**src/rtl/vga_crtc_timing.sv**
```systemverilog
// vga_crtc_timing: character-clocked CRT controller timing generator.
// Produces counters, syncs, blanking and display enable from shadowed CRTC regs.
module vga_crtc_timing #(
  parameter bit HSYNC_POL = 1'b0,
  parameter bit VSYNC_POL = 1'b0
) (
  input  logic       clock_i,
  input  logic       reset_i,
  input  logic       char_en_i,
  input  logic [7:0] crtc_horiz_total_i,
  input  logic [7:0] crtc_horiz_disp_en_cnt_i,
  input  logic [7:0] crtc_horiz_blank_start_i,
  input  logic [5:0] crtc_horiz_blank_end_i,
  input  logic [7:0] crtc_horiz_retrace_start_i,
  input  logic [4:0] crtc_horiz_retrace_end_i,
  input  logic [9:0] crtc_vert_total_i,
  input  logic [9:0] crtc_vert_disp_en_end_i,
  input  logic [9:0] crtc_vert_blank_start_i,
  input  logic [7:0] crtc_vert_blank_end_i,
  input  logic [9:0] crtc_vert_retrace_start_i,
  input  logic [3:0] crtc_vert_retrace_end_i,
  output logic [7:0] hcount_o,
  output logic [9:0] vcount_o,
  output logic       hsync_o,
  output logic       vsync_o,
  output logic       blank_o,
  output logic       de_o,
  output logic       line_start_o,
  output logic       frame_start_o
);

  typedef struct packed {
    logic [7:0] h_total;
    logic [7:0] h_disp;
    logic [7:0] h_bstart;
    logic [5:0] h_bend;
    logic [7:0] h_rstart;
    logic [4:0] h_rend;
    logic [9:0] v_total;
    logic [9:0] v_disp;
    logic [9:0] v_bstart;
    logic [7:0] v_bend;
    logic [9:0] v_rstart;
    logic [3:0] v_rend;
  } crtc_regs_t;

  typedef enum logic {
    ST_INIT,
    ST_RUN
  } state_t;

  state_t     state_q;
  state_t     state_d;
  crtc_regs_t regs_in;
  crtc_regs_t shadow_q;
  crtc_regs_t shadow_d;

  logic       start;
  logic       h_at_end;
  logic       v_at_end;
  logic       h_wrap;
  logic       f_wrap;
  logic       load;
  logic [7:0] h_next;
  logic [9:0] v_next;

  logic       hblank_q;
  logic       hretrace_q;
  logic       vblank_q;
  logic       vretrace_q;
  logic       hblank_d;
  logic       hretrace_d;
  logic       vblank_d;
  logic       vretrace_d;
  logic       h_de;
  logic       v_de;

  assign regs_in = '{
    h_total:  crtc_horiz_total_i,
    h_disp:   crtc_horiz_disp_en_cnt_i,
    h_bstart: crtc_horiz_blank_start_i,
    h_bend:   crtc_horiz_blank_end_i,
    h_rstart: crtc_horiz_retrace_start_i,
    h_rend:   crtc_horiz_retrace_end_i,
    v_total:  crtc_vert_total_i,
    v_disp:   crtc_vert_disp_en_end_i,
    v_bstart: crtc_vert_blank_start_i,
    v_bend:   crtc_vert_blank_end_i,
    v_rstart: crtc_vert_retrace_start_i,
    v_rend:   crtc_vert_retrace_end_i
  };

  always_ff @(posedge clock_i or posedge reset_i) begin
    if (reset_i) begin
      state_q <= ST_INIT;
    end else if (char_en_i) begin
      state_q <= state_d;
    end
  end

  // The first enabled cycle after reset lands on (0,0) and loads shadows.
  always_comb begin
    state_d = state_q;
    start   = 1'b0;
    unique case (state_q)
      ST_INIT: begin
        start   = 1'b1;
        state_d = ST_RUN;
      end
      ST_RUN:  state_d = ST_RUN;
      default: state_d = ST_INIT;
    endcase
  end

  // Terminal count also at all-ones so a shrunk total cannot lock up.
  always_comb begin
    h_at_end = (hcount_o == shadow_q.h_total) || (&hcount_o);
    v_at_end = (vcount_o == shadow_q.v_total) || (&vcount_o);
    h_wrap   = start | h_at_end;
    f_wrap   = start | (h_at_end & v_at_end);
    load     = char_en_i & f_wrap;
    shadow_d = load ? regs_in : shadow_q;
  end

  always_comb begin
    h_next = hcount_o + 8'd1;
    v_next = vcount_o;
    if (f_wrap) begin
      h_next = '0;
      v_next = '0;
    end else if (h_wrap) begin
      h_next = '0;
      v_next = vcount_o + 10'd1;
    end
  end

  // Flags: set first, clear afterwards so clear wins on a tie.
  always_comb begin
    hblank_d   = hblank_q;
    hretrace_d = hretrace_q;
    vblank_d   = vblank_q;
    vretrace_d = vretrace_q;
    if (h_next == shadow_d.h_bstart)
      hblank_d = 1'b1;
    if (h_next[5:0] == shadow_d.h_bend)
      hblank_d = 1'b0;
    if (h_next == shadow_d.h_rstart)
      hretrace_d = 1'b1;
    if (h_next[4:0] == shadow_d.h_rend)
      hretrace_d = 1'b0;
    if (h_wrap) begin
      if (v_next == shadow_d.v_bstart)
        vblank_d = 1'b1;
      if (v_next[7:0] == shadow_d.v_bend)
        vblank_d = 1'b0;
      if (v_next == shadow_d.v_rstart)
        vretrace_d = 1'b1;
      if (v_next[3:0] == shadow_d.v_rend)
        vretrace_d = 1'b0;
    end
    h_de = (h_next <= shadow_d.h_disp);
    v_de = (v_next <= shadow_d.v_disp);
  end

  always_ff @(posedge clock_i or posedge reset_i) begin
    if (reset_i) begin
      shadow_q      <= '0;
      hcount_o      <= '0;
      vcount_o      <= '0;
      hblank_q      <= 1'b0;
      hretrace_q    <= 1'b0;
      vblank_q      <= 1'b0;
      vretrace_q    <= 1'b0;
      hsync_o       <= ~HSYNC_POL;
      vsync_o       <= ~VSYNC_POL;
      blank_o       <= 1'b1;
      de_o          <= 1'b0;
      line_start_o  <= 1'b0;
      frame_start_o <= 1'b0;
    end else begin
      shadow_q      <= shadow_d;
      line_start_o  <= 1'b0;
      frame_start_o <= 1'b0;
      if (char_en_i) begin
        hcount_o      <= h_next;
        vcount_o      <= v_next;
        hblank_q      <= hblank_d;
        hretrace_q    <= hretrace_d;
        vblank_q      <= vblank_d;
        vretrace_q    <= vretrace_d;
        hsync_o       <= hretrace_d ? HSYNC_POL : ~HSYNC_POL;
        vsync_o       <= vretrace_d ? VSYNC_POL : ~VSYNC_POL;
        blank_o       <= hblank_d | vblank_d;
        de_o          <= h_de & v_de;
        line_start_o  <= h_wrap;
        frame_start_o <= f_wrap;
      end
    end
  end

endmodule

```
**config.mk**
```make
export PLATFORM = sky130hd
export DESIGN_NAME = vga_crtc_timing
export DESIGN_NICKNAME = d
export VERILOG_FILES = /design/src/rtl/vga_crtc_timing.sv
export SDC_FILE = /design/constraint.sdc
export NUM_CORES = 1
export LEC_CHECK = 0
export ABC_AREA = 1
export CAP_MARGIN = 20
export CORE_MARGIN = 2
export CORE_UTILIZATION = 40
export CTS_CLUSTER_SIZE = 16
export DETAILED_ROUTE_END_ITERATION = 16
export PLACE_DENSITY_LB_ADDON = 0.08
export RECOVER_POWER = 25
export SETUP_SLACK_MARGIN = 0.2
export SYNTH_ARGS = -nofsm -noshare
export SYNTH_HDL_FRONTEND = slang
export SYNTH_SLANG_ARGS = --single-unit
```
**constraint.sdc**
```tcl
create_clock -name clock_i -period 12.2 [get_ports clock_i]
set_clock_uncertainty 0.2 [all_clocks]
set_input_delay 1.22 -clock clock_i [delete_from_list [all_inputs] [get_ports clock_i]]
set_output_delay 1.22 -clock clock_i [all_outputs]
set_load 0.05 [all_outputs]
```
-- Yosys cells after proc, flatten, opt, wreduce, memory -nomap -nowiden
Cells that the tools add are included.
- bits in registers: 124
- bits in latches: 0
- RAM bits: 0
- memory bits (read-only): 0
- word-level logic and storage cells: 69
- memories: 0
- add/sub/neg operators: 2
- multiply operators: 0
- div/mod/pow operators: 0
- magnitude comparators: 2
- eq/ne operators: 10
- shift-type cells: 0
- mux-type cells: 20
- bitwise logic cells: 6
- reduce and logical (&&, ||, !) cells: 4
- operators with widths (operator ; count):
    $mux 87 ; 1
    $eq 8x8->1 ; 4
    $eq 10x10->1 ; 3
    $mux 10 ; 2
    $mux 8 ; 2
    $mux 1 ; 15
    $add 10x1->10 const B ; 1
    $le 10x10->1 ; 1
    $reduce_and 10->1 ; 1
    $add 8x1->8 const B ; 1
    $le 8x8->1 ; 1
    $reduce_and 8->1 ; 1
    $eq 6x6->1 ; 1
    $eq 5x5->1 ; 1
    $eq 4x4->1 ; 1
    $and 1x1->1 ; 3
    $or 1x1->1 ; 3
    $logic_or 1x1->1 ; 2

-- Logic depth before layout (Yosys ltp)
Gate-level depths: netlist of the first run.
- depth in word-level cells: 11
- gate-level depth with buffers: 22

-- Worst setup path after synthesis of the first run
Ideal clock, no wire load.
- kind: input-to-reg
- start: in char_en_i
- end: reg de_o
- setup time: 118 ps
- data arrival time: 3532 ps
- required time: 11882 ps
- path slack: 8350 ps
- cell stages on the path: 14
- path buffers: 4
- cell sequence: clkbuf_1 nand3_4 buf_6 buf_4 clkbuf_1 or2_2 o21ai_0 ha_1 nand2_1 or4_1 o21ai_0 o22ai_1 nand3_1 nand2_1
- word-level cells in the longest chain between the ends: 4
- elaborated cells on any way between the ends: 5
- those cells by class: 2 x order compare; 1 x mux; 2 x bitwise
- RTL lines (what ; line ; text):
    start, declared ; 9 ; input logic char_en_i,
    $and 1x1->1 ; 121 ; load = char_en_i & f_wrap;
    $mux 87 ; 122 ; shadow_d = load ? regs_in : shadow_q;
    $le 10x10->1 / $le 8x8->1 (equally long branches) ; 162, 161 ;
    $and 1x1->1 ; 194 ; de_o <= h_de & v_de;
    end signal, assigned ; 194 ;
    end, declared ; 27 ; output logic de_o,
Several ways; a longest one is shown, not always the timed one.
A chain may end at the register's enable or synchronous reset.

-- Worst setup path in the final report of the first run
- start: reg vcount_o[0]
- end: reg de_o
- word-level cells in the longest chain between the ends: 8
- elaborated cells on any way between the ends: 14
- those cells by class: 1 x add/sub; 2 x order compare; 1 x eq/ne; 4 x mux; 4 x bitwise; 2 x reduce/logical
- RTL lines (what ; line ; text):
    start, declared ; 23 ; output logic [9:0] vcount_o,
    start signal, assigned ; 186 ; vcount_o <= v_next;
    branches (longest 7 deep; another with $add 10x1->10) ; n/a ;
    $and 1x1->1 (*) ; 194 ;
Every way passes the cells marked *.

==> out/results.md, run 1 <==
| Group | Item | Value |
| --- | --- | --- |
| power | Leakage power | 4.803 nW |
| placed design | I/O Buffers | 121 |
| die | IO Pins | 122 |
| layout | Most frequent standard cell in the layout excluding fill and tap cells | sky130_fd_sc_hd__nand2_1 |
| layout | Fraction of final layout cells sized beyond drive strength 1 | 7.672% |
| layout | Net count reported at finish | 1,226 |
| setup path | Data arrival time of the worst path | 5.18 ns |
| grt | Maximum number of pins on one net before global-route repair | 75 |
| flow run | Max-Cap Viols | 1 |
| synth | Avg Inst Size Synth | 7.227 sq um |
| timing | Achievable Freq | 196.8 MHz |
| synth | Syn nets | 1,113 |
| timing | Remaining max-slew budget at the tightest pin | -126.2% |
| grt | Antenna violations before repair | 0 |
| timing | Share of the cycle needed by the critical path after routing | 41.65% |
| die | Die H | 138.1 microns |
| clocking | # H-tree levels | 4 |
| timing | Worst setup margin | 7.118 ns |
| die | Num rows | 49 |
| power | Total power divided by cell area | 169.3 mW/mm^2 |
| layout | Most frequent cells in the layout | sky130_fd_sc_hd__nand2_1 (392), sky130_fd_sc_hd__dfrtp_1 (121), sky130_fd_sc_hd__clkdlybuf4s50_1 (120) |
| die | Total core area | 0.01778 sq mm |
| timing | RSZ-0062 raised after global routing | false |
| outcome | Result of the run | finished with violations |
| setup path | Worst Path Class, Setup | flip-flop to flip-flop |
| clocking | Sink Count | 124 |
| clocking | Hold-fix buffer count after cts | 0 |
| placed design | Post-placement worst setup slack | 6.730 ns |
| layout | Antenna Diode Count | 0 |
| setup path | Critical Path Sink Type | flip-flop |
| layout | Area added between synthesis and finish | 27.46% |
| power | Max VDD drop | 0.0001056 V |
| placed design | Instance area at placement | 0.008547 sq mm |
| timing | Final setup fails | 0 |
| timing | Count of endpoints failing hold in the final timing report | 0 |
| setup path | Worst endpoint required time | 12.30 ns |
| setup path | Launching element type of the critical path | flip-flop |
| clocking | Max Root-Sink Buffers | 2 |
| timing | Worst slack on hold paths | 0.2745 ns |
| timing | Final critical delay including setup and external delays | 5.082 ns |
| drt | Via count normalized by instance count | 4.844 |
| hold path | Kind of path behind the tightest hold check | flip-flop to flip-flop |
| drt | Post-detailed-route DRC marker count | 0 |
| drt | Antenna Violating Nets Remaining | 0 |
| outcome | Violated checks | capacitance limit, slew limit |
| placed design | Routability Congestion | 0.8444 |
| drt | Number of vias after detailed routing | 6,539 |
| synth | Post-synthesis sequential area ratio | 43.21% |
| die | Die Area | 0.01906 sq mm |
| timing | Slew at the pin with the worst max-slew slack | 3.374 ns |
| clocking | CTS tree | built |
| clocking | Clk_lat worst skew | 0.42 ns |
| clocking | Num CTS Buffers | 17 |
| setup path | Slowest stage delay, CP | 0.63 ns |
| setup path | Critical path, cell by cell | ha_1, nand3_2, nor2_2, inv_2, nor2_1, nor2_1, nand2_4, nand3_4, inv_2, buf_4, o21ai_0, ha_1, nand2_1, or4_1, o21ai_0, o22ai_1, nand3_1, nand2_1 |
| clocking | Buffer count from post-CTS setup fixing | 0 |
| layout | Final Instance Area | 0.009165 sq mm |
| die | Starting density of the core | 40.44% |
| synth | Total of flip-flops plus latches after synthesis | 124 |
| setup path | Worst-path fanout max | 56 |
| drt | Detailed-route wire length | 20.27 mm |
| grt | All-layer global routing usage | 21.86% |
| clocking | Clock Tree Root | sky130_fd_sc_hd__clkbuf_16 |
| drt | WL/cell | 15.01 microns |
| die | Die X-Extent | 138.1 microns |
| grt | Overflow after GRT | 0 |
| grt | Number of global-route vias before repair | 6,384 |
| drt | Router iterations before antenna repair | 6 |
| drt | Initial DRC Count | 368 |
| clocking | Post-CTS sizing | 0 |
| timing | Fin. max-slew vios | 75 |
| synth | Count of warnings emitted by yosys | 0 |
| synth | Combined area of all synthesized cells | 0.007191 sq mm |
| timing | Fin Setup TNS | 0 ns |
| synth | Synthesized instance count | 995 |
| clocking | Clock-pin slew reported for the worst setup and hold paths after clock tree synthesis | 0.06 ns |
| grt | Global-route wire length before repair | 33.34 mm |
| synth | Netlist cell types | 37 |
| setup path | Crit path max-delay cell type | sky130_fd_sc_hd__nand3_4 |
| placed design | Post-detail-place hpwl | 14.32 mm |
-- registers in the layout, indices dropped and copies added, names as in the netlist --
register and cells:
blank_o 1, de_o 1, frame_start_o 1, hblank_q 1, hcount_o 8, hretrace_q 1, hsync_o 1, line_start_o 1
shadow_q 95, state_q 1, vblank_q 1, vcount_o 10, vretrace_q 1, vsync_o 1
-- layer usage --
metal,part of all wire (%),track usage (%),up-vias
met5,0,0,-
met4,1.6,6.498,0
met3,4.1,3.914,22
met2,48,36.19,159
met1,46,29.46,3012
li1,-,-,3346
-- power breakdown --
group / total [mW] / leakage [nW] / switching [mW] / internal [mW]
registers: 0.487 / 1.60 / 0.0455 / 0.442
clock network: 0.511 / 0.290 / 0.184 / 0.327
logic: 0.553 / 2.91 / 0.349 / 0.204
total: 1.55 / 4.80 / 0.579 / 0.973
-- metrics by stage --
step,utilization (%),cells,power (mW)
floorplan,-,995,0.8532
CTS,51.40,1349,1.562
finish,51.55,1350,1.552
detailed placement,48.07,1317,1.048
global placement,48.07,1317,1.047
global route,51.55,1350,1.641
-- critical path, delay by kind of cell (launching register included) --
family / cells / cell delay, ns
buffers and inverters: 3 / 1.09
adders and majority gates: 2 / 0.59
AOI/OAI and AO/OA: 3 / 0.46
DFF: 1 / 0.47
and+or+nand+nor: 10 / 2.13
-- synth_stat cells (all sizes together) --
cell	instances	area share [%]
o22ai	3	0.26
nand2	397	21
a21oi	15	1.1
xnor2	9	1.1
clkbuf	12	0.63
nand3	96	7.0
o221ai	1	0.12
dfrtp	121	42
xor2	17	2.1
dfstp	3	1.1
inv	115	6.0
nor3	6	0.78
o211ai	8	0.84
and2	1	0.087
nor2	62	3.5
o21ai	63	4.6
ha	20	3.5
nand3b	3	0.31
or4	1	0.10
or2	16	1.4
o21a	2	0.21
nand4	3	0.26
buf	21	1.9
-- area by class of cell --
class | count | area, sq um
Fill cell | 1790 | 8615
Multi-Input combinational cell | 723 | 3471
Sequential cell | 124 | 3107
Timing Repair Buffer | 127 | 1276
Clock buffer | 26 | 509.2
Inverter | 115 | 432.9
Tap cell | 229 | 286.5
Clock inverter | 6 | 82.58
-- logic make-up after synthesis --
group	after synthesis	share of synthesized area, %
AND/OR/NAND/NOR	585	34.45
buffers and inverters	148	8.526
flip-flops	124	43.21
AO/OA/AOI/OAI	92	7.169
XOR/XNOR	26	3.167
adder cells (fa/ha/maj)	20	3.480
-- path summary, 6_finish.rpt --
| kind | from | to | slack (ns) | depth (start not counted) |
|---|---|---|---|---|
| worst max-delay path | vcount_o[0] | de_o | 7.12 | 18 |
| worst min-delay path | hsync_o | hsync_o | 0.27 | 2 |
| worst max register to register | vcount_o[0] | de_o | 7.12 | 18 |
| worst min register to register | hsync_o | hsync_o | 0.27 | 2 |
| max in group asynchronous | reset_i | shadow_q[26] | 7.93 | 3 |
| min in group asynchronous | reset_i | vcount_o[5] | 2.04 | 2 |
No activity file was read; power rests on OpenSTA's default activity.
==> run 2: changes to the inputs <==
clock period = 4.32 ns   (was 12.2 ns; I/O delays follow)
==> out/results.md, run 2 (same netlist as run 1, synthesis figures left out) <==
| Group | Item | Value |
| --- | --- | --- |
| outcome | Result of the run | finished with violations |
| outcome | Violated checks | capacitance limit, slew limit |
| grt | Antenna violations before repair | 0 |
| layout | Filler instances | 1,787 |
| clocking | Num CTS Buffers | 17 |
| setup path | Reg-to-Reg Start | vcount_o[1] |
| hold path | Hold Path Cell Cnt | 2 |
| setup path | Data arrival time of the worst path | 3.92 ns |
| layout | Most frequent cells in the layout | sky130_fd_sc_hd__nand2_1 (392), sky130_fd_sc_hd__dfrtp_1 (121), sky130_fd_sc_hd__clkdlybuf4s50_1 (120) |
| die | Num rows | 49 |
| power | Max VDD drop | 0.0002797 V |
| timing | Fin Setup TNS | 0 ns |
| setup path | Critical Path Sink Type | flip-flop |
| drt | Router iterations before antenna repair | 5 |
| drt | Post-detailed-route DRC marker count | 0 |
| layout | Fraction of final layout cells sized beyond drive strength 1 | 8.392% |
| timing | Remaining max-slew budget at the tightest pin | -43.44% |
| placed design | Post-placement worst setup slack | 0.5051 ns |
| setup path | R2r worst-path depth | 18 |
| timing | Count of endpoints failing hold in the final timing report | 0 |
| placed design | Routability Congestion | 0.8403 |
| hold path | Hold path startpoint | hsync_o |
| flow run | Max-Cap Viols | 1 |
| timing | RSZ-0062 raised after global routing | false |
| die | Die H | 138.1 microns |
| clocking | Hold-fix buffer count after cts | 0 |
| layout | Antenna Diode Count | 0 |
| grt | Maximum number of pins on one net before global-route repair | 65 |
| setup path | Launching element type of the critical path | flip-flop |
| die | Die Area | 0.01906 sq mm |
| timing | Worst slack on hold paths | 0.2731 ns |
| die | Die X-Extent | 138.1 microns |
| layout | Net count reported at finish | 1,237 |
| clocking | Clock-pin slew reported for the worst setup and hold paths after clock tree synthesis | 0.06 ns |
| grt | Number of global-route vias before repair | 6,385 |
| placed design | Instance area at placement | 0.008650 sq mm |
| timing | Worst setup margin | 0.5072 ns |
| placed design | Post-detail-place hpwl | 15.29 mm |
| grt | Global-route wire length before repair | 33.69 mm |
| layout | Most frequent standard cell in the layout excluding fill and tap cells | sky130_fd_sc_hd__nand2_1 |
| setup path | Flop-to-flop setup slack | 0.51 ns |
| layout | Largest registers | shadow_q: 95 flops, vcount_o: 10 flops, hcount_o: 8 flops |
| die | Starting density of the core | 40.44% |
| drt | Antenna Violating Nets Remaining | 0 |
| timing | Final setup fails | 0 |
| grt | Overflow after GRT | 0 |
| timing | Share of the cycle needed by the critical path after routing | 88.26% |
| drt | Number of vias after detailed routing | 6,629 |
| hold path | Kind of path behind the tightest hold check | flip-flop to flip-flop |
| clocking | Buffer count from post-CTS setup fixing | 0 |
| clocking | Sink Count | 124 |
| layout | Final Instance Area | 0.009268 sq mm |
| placed design | I/O Buffers | 121 |
| setup path | Worst endpoint required time | 4.43 ns |
| die | Total core area | 0.01778 sq mm |
| timing | Fin. max-slew vios | 45 |
| layout | Top register by number of flip-flops | shadow_q |
| layout | Area added between synthesis and finish | 28.88% |
| drt | Initial DRC Count | 413 |
| layout | Flip-flop count of the largest register, all copies and words added | 95 |
| clocking | Clock Tree Root | sky130_fd_sc_hd__clkbuf_16 |
| drt | WL/cell | 15.48 microns |
| drt | Via count normalized by instance count | 4.871 |
| timing | Slew at the pin with the worst max-slew slack | 2.140 ns |
| power | Leakage power | 4.862 nW |
| drt | Detailed-route wire length | 21.07 mm |
| die | IO Pins | 122 |
| timing | Final critical delay including setup and external delays | 3.813 ns |
| power | Total power divided by cell area | 486.7 mW/mm^2 |
| clocking | CTS tree | built |
| clocking | # H-tree levels | 4 |
| setup path | Endpoint of the worst register-to-register path | de_o |
| clocking | Max Root-Sink Buffers | 2 |
| clocking | Post-CTS sizing | 0 |
| clocking | Clk_lat worst skew | 0.42 ns |
| timing | Achievable Freq | 262.3 MHz |
| hold path | End point of the worst hold path | hsync_o |
| setup path | Worst Path Class, Setup | flip-flop to flip-flop |
| setup path | Launching instance or port of the critical path | vcount_o[1] |
| setup path | Worst-path fanout max | 36 |
| grt | All-layer global routing usage | 22.35% |
==> run 2: cell count changes in the layout (fill, tap and decap cells not counted) <==
| cell | previous run | this run |
|---|---|---|
| sky130_fd_sc_hd__buf_4 | 5 | 15 |
| sky130_fd_sc_hd__bufinv_16 | 2 | 4 |
| sky130_fd_sc_hd__clkbuf_1 | 4 | 6 |
| sky130_fd_sc_hd__clkbuf_8 | 5 | 3 |
| sky130_fd_sc_hd__buf_12 | 0 | 1 |
| sky130_fd_sc_hd__buf_16 | 1 | 0 |
| sky130_fd_sc_hd__clkinv_2 | 3 | 2 |
==> run 2: critical path, stage by stage, from the launching register on <==
cell                       delay (ns)
sky130_fd_sc_hd__dfrtp_1         0.44
sky130_fd_sc_hd__ha_1            0.24
sky130_fd_sc_hd__nand3_2         0.09
sky130_fd_sc_hd__nor2_2          0.13
sky130_fd_sc_hd__inv_2           0.05
sky130_fd_sc_hd__nor2_1          0.11
sky130_fd_sc_hd__nor2_1          0.07
sky130_fd_sc_hd__nand2_4         0.08
sky130_fd_sc_hd__buf_4           0.38
sky130_fd_sc_hd__nand2_2         0.22
sky130_fd_sc_hd__o211ai_1        0.22
sky130_fd_sc_hd__inv_1           0.15
sky130_fd_sc_hd__ha_1            0.32
sky130_fd_sc_hd__nand2_1         0.08
sky130_fd_sc_hd__or4_1           0.54
sky130_fd_sc_hd__o21ai_0         0.16
sky130_fd_sc_hd__o22ai_1         0.09
sky130_fd_sc_hd__nand3_1         0.07
sky130_fd_sc_hd__nand2_1         0.05
==> run 2: report_power, final <==
group | switching, mW | internal (mW) | total (mW) | leakage (nW)
clock | 0.526 | 1.01 | 1.54 | 0.301
sequential | 0.119 | 1.25 | 1.37 | 1.60
combinational | 1.01 | 0.598 | 1.61 | 2.96
total | 1.65 | 2.86 | 4.51 | 4.86
==> run 2: worst max path at each step <==
stage | endpoint | slack, ns | depth (start not counted)
after global placement | de_o | 0.60 | 18
after CTS | de_o | 0.51 | 18
final | de_o | 0.51 | 18
after detailed placement | de_o | 0.51 | 18
after global routing | de_o | 0.22 | 18
after floorplan | de_o | 0.39 | 1
==> run 2: per-stage QoR <==
step | util, % | std cells | total power, mW
2_1_floorplan | - | 995 | 2.410
3_3_place_gp | 48.65 | 1329 | 3.003
3_5_place_dp | 48.65 | 1329 | 3.003
4_1_cts | 52.15 | 1361 | 4.558
5_1_grt | 52.13 | 1361 | 4.761
6_report | 52.13 | 1361 | 4.510
==> run 2: metal layers <==
metal / track usage (%) / wire (microns) / vias up
met5: 0 / 0 / -
met4: 6.713 / 376 / 0
met3: 4.641 / 819 / 23
met2: 37.42 / 10120 / 148
met1: 29.33 / 9750 / 3090
li1: - / - / 3368
==> run 2: cell type report <==
class | count | area [sq um] | area share [%]
multi-input combinational | 723 | 3471 | 37.45
sequential | 124 | 3107 | 33.52
timing repair buffer | 138 | 1348 | 14.54
clock buffer | 25 | 485.5 | 5.238
inverter | 115 | 432.9 | 4.671
tap | 229 | 286.5 | 3.092
clock inverter | 7 | 137.6 | 1.485
==> run 3: changes to the inputs <==
CORE_UTILIZATION = 49   (was 40)
==> out/results.md, run 3 (same netlist as run 1, synthesis figures left out) <==
| Group | Item | Value |
| --- | --- | --- |
| outcome | Result of the run | finished with violations |
| outcome | Violated checks | capacitance limit, slew limit |
| drt | Detailed-route wire length | 20.17 mm |
| drt | Post-detailed-route DRC marker count | 0 |
| timing | Share of the cycle needed by the critical path after routing | 88.16% |
| power | Register share of total power | 30.3% |
| layout | Most frequent cells in the layout | sky130_fd_sc_hd__nand2_1 (392), sky130_fd_sc_hd__dfrtp_1 (121), sky130_fd_sc_hd__clkdlybuf4s50_1 (120) |
| die | IO Pins | 122 |
| setup path | Worst-path fanout max | 18 |
| clocking | CTS tree | built |
| layout | Area added between synthesis and finish | 28.12% |
| layout | Flip-flop count of the largest register, all copies and words added | 95 |
| setup path | Worst endpoint required time | 4.43 ns |
| grt | Maximum number of pins on one net before global-route repair | 64 |
| die | Starting density of the core | 49.85% |
| layout | Fraction of final layout cells sized beyond drive strength 1 | 8.753% |
| placed design | Routability Congestion | 0.8907 |
| placed design | Placed Cells incl. Taps | 1,283 |
| drt | Via count normalized by instance count | 5.078 |
| die | Num rows | 44 |
| layout | Most frequent standard cell in the layout excluding fill and tap cells | sky130_fd_sc_hd__nand2_1 |
| grt | Overflow after GRT | 0 |
| grt | Global-route wire length before repair | 33.21 mm |
| drt | WL/cell | 15.34 microns |
| die | Total core area | 0.01442 sq mm |
| layout | Number of standard cells in the final layout excluding fillers | 1,315 |
| layout | Filler instances | 1,295 |
| clocking | Post-CTS sizing | 0 |
| hold path | Kind of path behind the tightest hold check | flip-flop to flip-flop |
| power | Total power divided by cell area | 490.8 mW/mm^2 |
| placed design | Post-detail-place hpwl | 14.29 mm |
| clocking | Clk_lat worst skew | 0.42 ns |
| grt | Antenna violations before repair | 0 |
| clocking | Clock-pin slew reported for the worst setup and hold paths after clock tree synthesis | 0.06 ns |
| layout | Net count reported at finish | 1,236 |
| timing | RSZ-0062 raised after global routing | false |
| timing | Fin. max-slew vios | 64 |
| power | Internal power | 2.864 mW |
| setup path | Worst Path Class, Setup | flip-flop to flip-flop |
| drt | Antenna Violating Nets Remaining | 0 |
| drt | Router iterations before antenna repair | 7 |
| die | Die H | 125.1 microns |
| drt | Initial DRC Count | 609 |
| power | P_sw | 1.657 mW |
| timing | Fin Setup TNS | 0 ns |
| clocking | # H-tree levels | 4 |
| timing | Remaining max-slew budget at the tightest pin | -97.69% |
| clocking | Hold-fix buffer count after cts | 0 |
| layout | Top register by number of flip-flops | shadow_q |
| grt | Number of global-route vias before repair | 6,456 |
| setup path | Data arrival time of the worst path | 3.92 ns |
| clocking | Clock Tree Root | sky130_fd_sc_hd__clkbuf_16 |
| die | Die Area | 0.01566 sq mm |
| flow run | Max-Cap Viols | 1 |
| timing | Count of endpoints failing hold in the final timing report | 0 |
| power | Max VDD drop | 0.0004510 V |
| power | Switching share of power | 36.66% |
| setup path | Launching instance or port of the critical path | hcount_o[0] |
| power | Leakage power | 4.866 nW |
| timing | Final critical delay including setup and external delays | 3.808 ns |
| timing | Final setup fails | 0 |
| die | Die X-Extent | 125.1 microns |
| timing | Slew at the pin with the worst max-slew slack | 2.949 ns |
| setup path | Critical Path Sink Type | flip-flop |
| clocking | Sink Count | 124 |
| grt | All-layer global routing usage | 26.97% |
| power | Share of total power in the clock network | 34.4% |
| power | Overall power | 4.521 mW |
| clocking | Buffer count from post-CTS setup fixing | 0 |
| hold path | Hold path startpoint | hsync_o |
| clocking | Max Root-Sink Buffers | 2 |
| drt | Number of vias after detailed routing | 6,678 |
| clocking | Num CTS Buffers | 17 |
| layout | Largest registers | shadow_q: 95 flops, vcount_o: 10 flops, hcount_o: 8 flops |
| setup path | Launching element type of the critical path | flip-flop |
| power | Comb pwr share | 35.2% |
| placed design | I/O Buffers | 121 |
| timing | Achievable Freq | 262.6 MHz |
| setup path | Reg-to-Reg Start | hcount_o[0] |
| layout | Antenna Diode Count | 0 |
[run 3: cell count changes in the layout (fill, tap and decap cells not counted)]
cell                         delta
sky130_fd_sc_hd__clkbuf_1       -5
sky130_fd_sc_hd__buf_12         -1
sky130_fd_sc_hd__clkinv_4       +1
sky130_fd_sc_hd__clkbuf_8       +1
sky130_fd_sc_hd__clkinv_2       +2
sky130_fd_sc_hd__clkinvlp_4     +1
[run 3: through the flow]
stage,hold slack (ns),area (sq um),setup slack [ns],util [%]
after floorplan,0.2365,7191,0.3937,-
after global placement,0.2646,8573,0.6131,59.44
after detailed placement,0.2666,8573,0.5486,59.44
after CTS,0.2821,9218,0.5317,63.91
after global routing,0.3027,9213,0.2480,63.87
final,0.2802,9213,0.5116,63.87
[run 3: layout make-up]
type                    instances  area [sq um]  share of cell area, %
clock inverters                11         163.9                  1.779
multi-input cells             723          3471                  37.67
clock buffers                  21         480.5                  5.215
repair buffers                137          1328                  14.41
well taps                     184         230.2                  2.499
inverters                     115         432.9                  4.699
flip-flops and latches        124          3107                  33.72
[run 3: layer usage]
layer,vias to the layer above,track usage (%),wire length (microns)
met5,-,0,0
met4,0,9.281,427
met3,33,5.648,1111
met2,208,43.99,9631
met1,3068,35.94,9003
li1,3369,-,-
[run 3: critical path, stage by stage (launching register included)]
cell and delay [ns]:
sky130_fd_sc_hd__dfrtp_1 0.44, sky130_fd_sc_hd__ha_1 0.24, sky130_fd_sc_hd__nand2_1 0.08, sky130_fd_sc_hd__inv_2 0.05
sky130_fd_sc_hd__nand2_2 0.06, sky130_fd_sc_hd__nor2_1 0.05, sky130_fd_sc_hd__nor2_2 0.28, sky130_fd_sc_hd__nand2_4 0.18
sky130_fd_sc_hd__buf_4 0.24, sky130_fd_sc_hd__o211ai_1 0.40, sky130_fd_sc_hd__inv_1 0.15, sky130_fd_sc_hd__ha_1 0.32
sky130_fd_sc_hd__nand2_1 0.07, sky130_fd_sc_hd__or4_1 0.53, sky130_fd_sc_hd__o21ai_0 0.17, sky130_fd_sc_hd__o22ai_1 0.10
sky130_fd_sc_hd__nand3_1 0.07, sky130_fd_sc_hd__nand2_1 0.05
[run 3: worst paths after layout]
check | endpoint | slack, ns | cells past startpoint
max | de_o | 0.51 | 17
min | hsync_o | 0.28 | 2
max reg2reg | de_o | 0.51 | 17
min reg2reg | hsync_o | 0.28 | 2
max in group asynchronous | shadow_q[19] | 0.88 | 3
min in group asynchronous | shadow_q[49] | 1.11 | 2
[run 3: power groups by stage]
stage	Clock [mW]	Combinational [mW]	Sequential, mW
5_1_grt	1.62	1.76	1.39
3_3_place_gp	0	1.58	1.39
3_5_place_dp	0	1.59	1.39
2_1_floorplan	0	0.816	1.59
4_1_cts	1.58	1.60	1.37
6_report	1.56	1.59	1.37
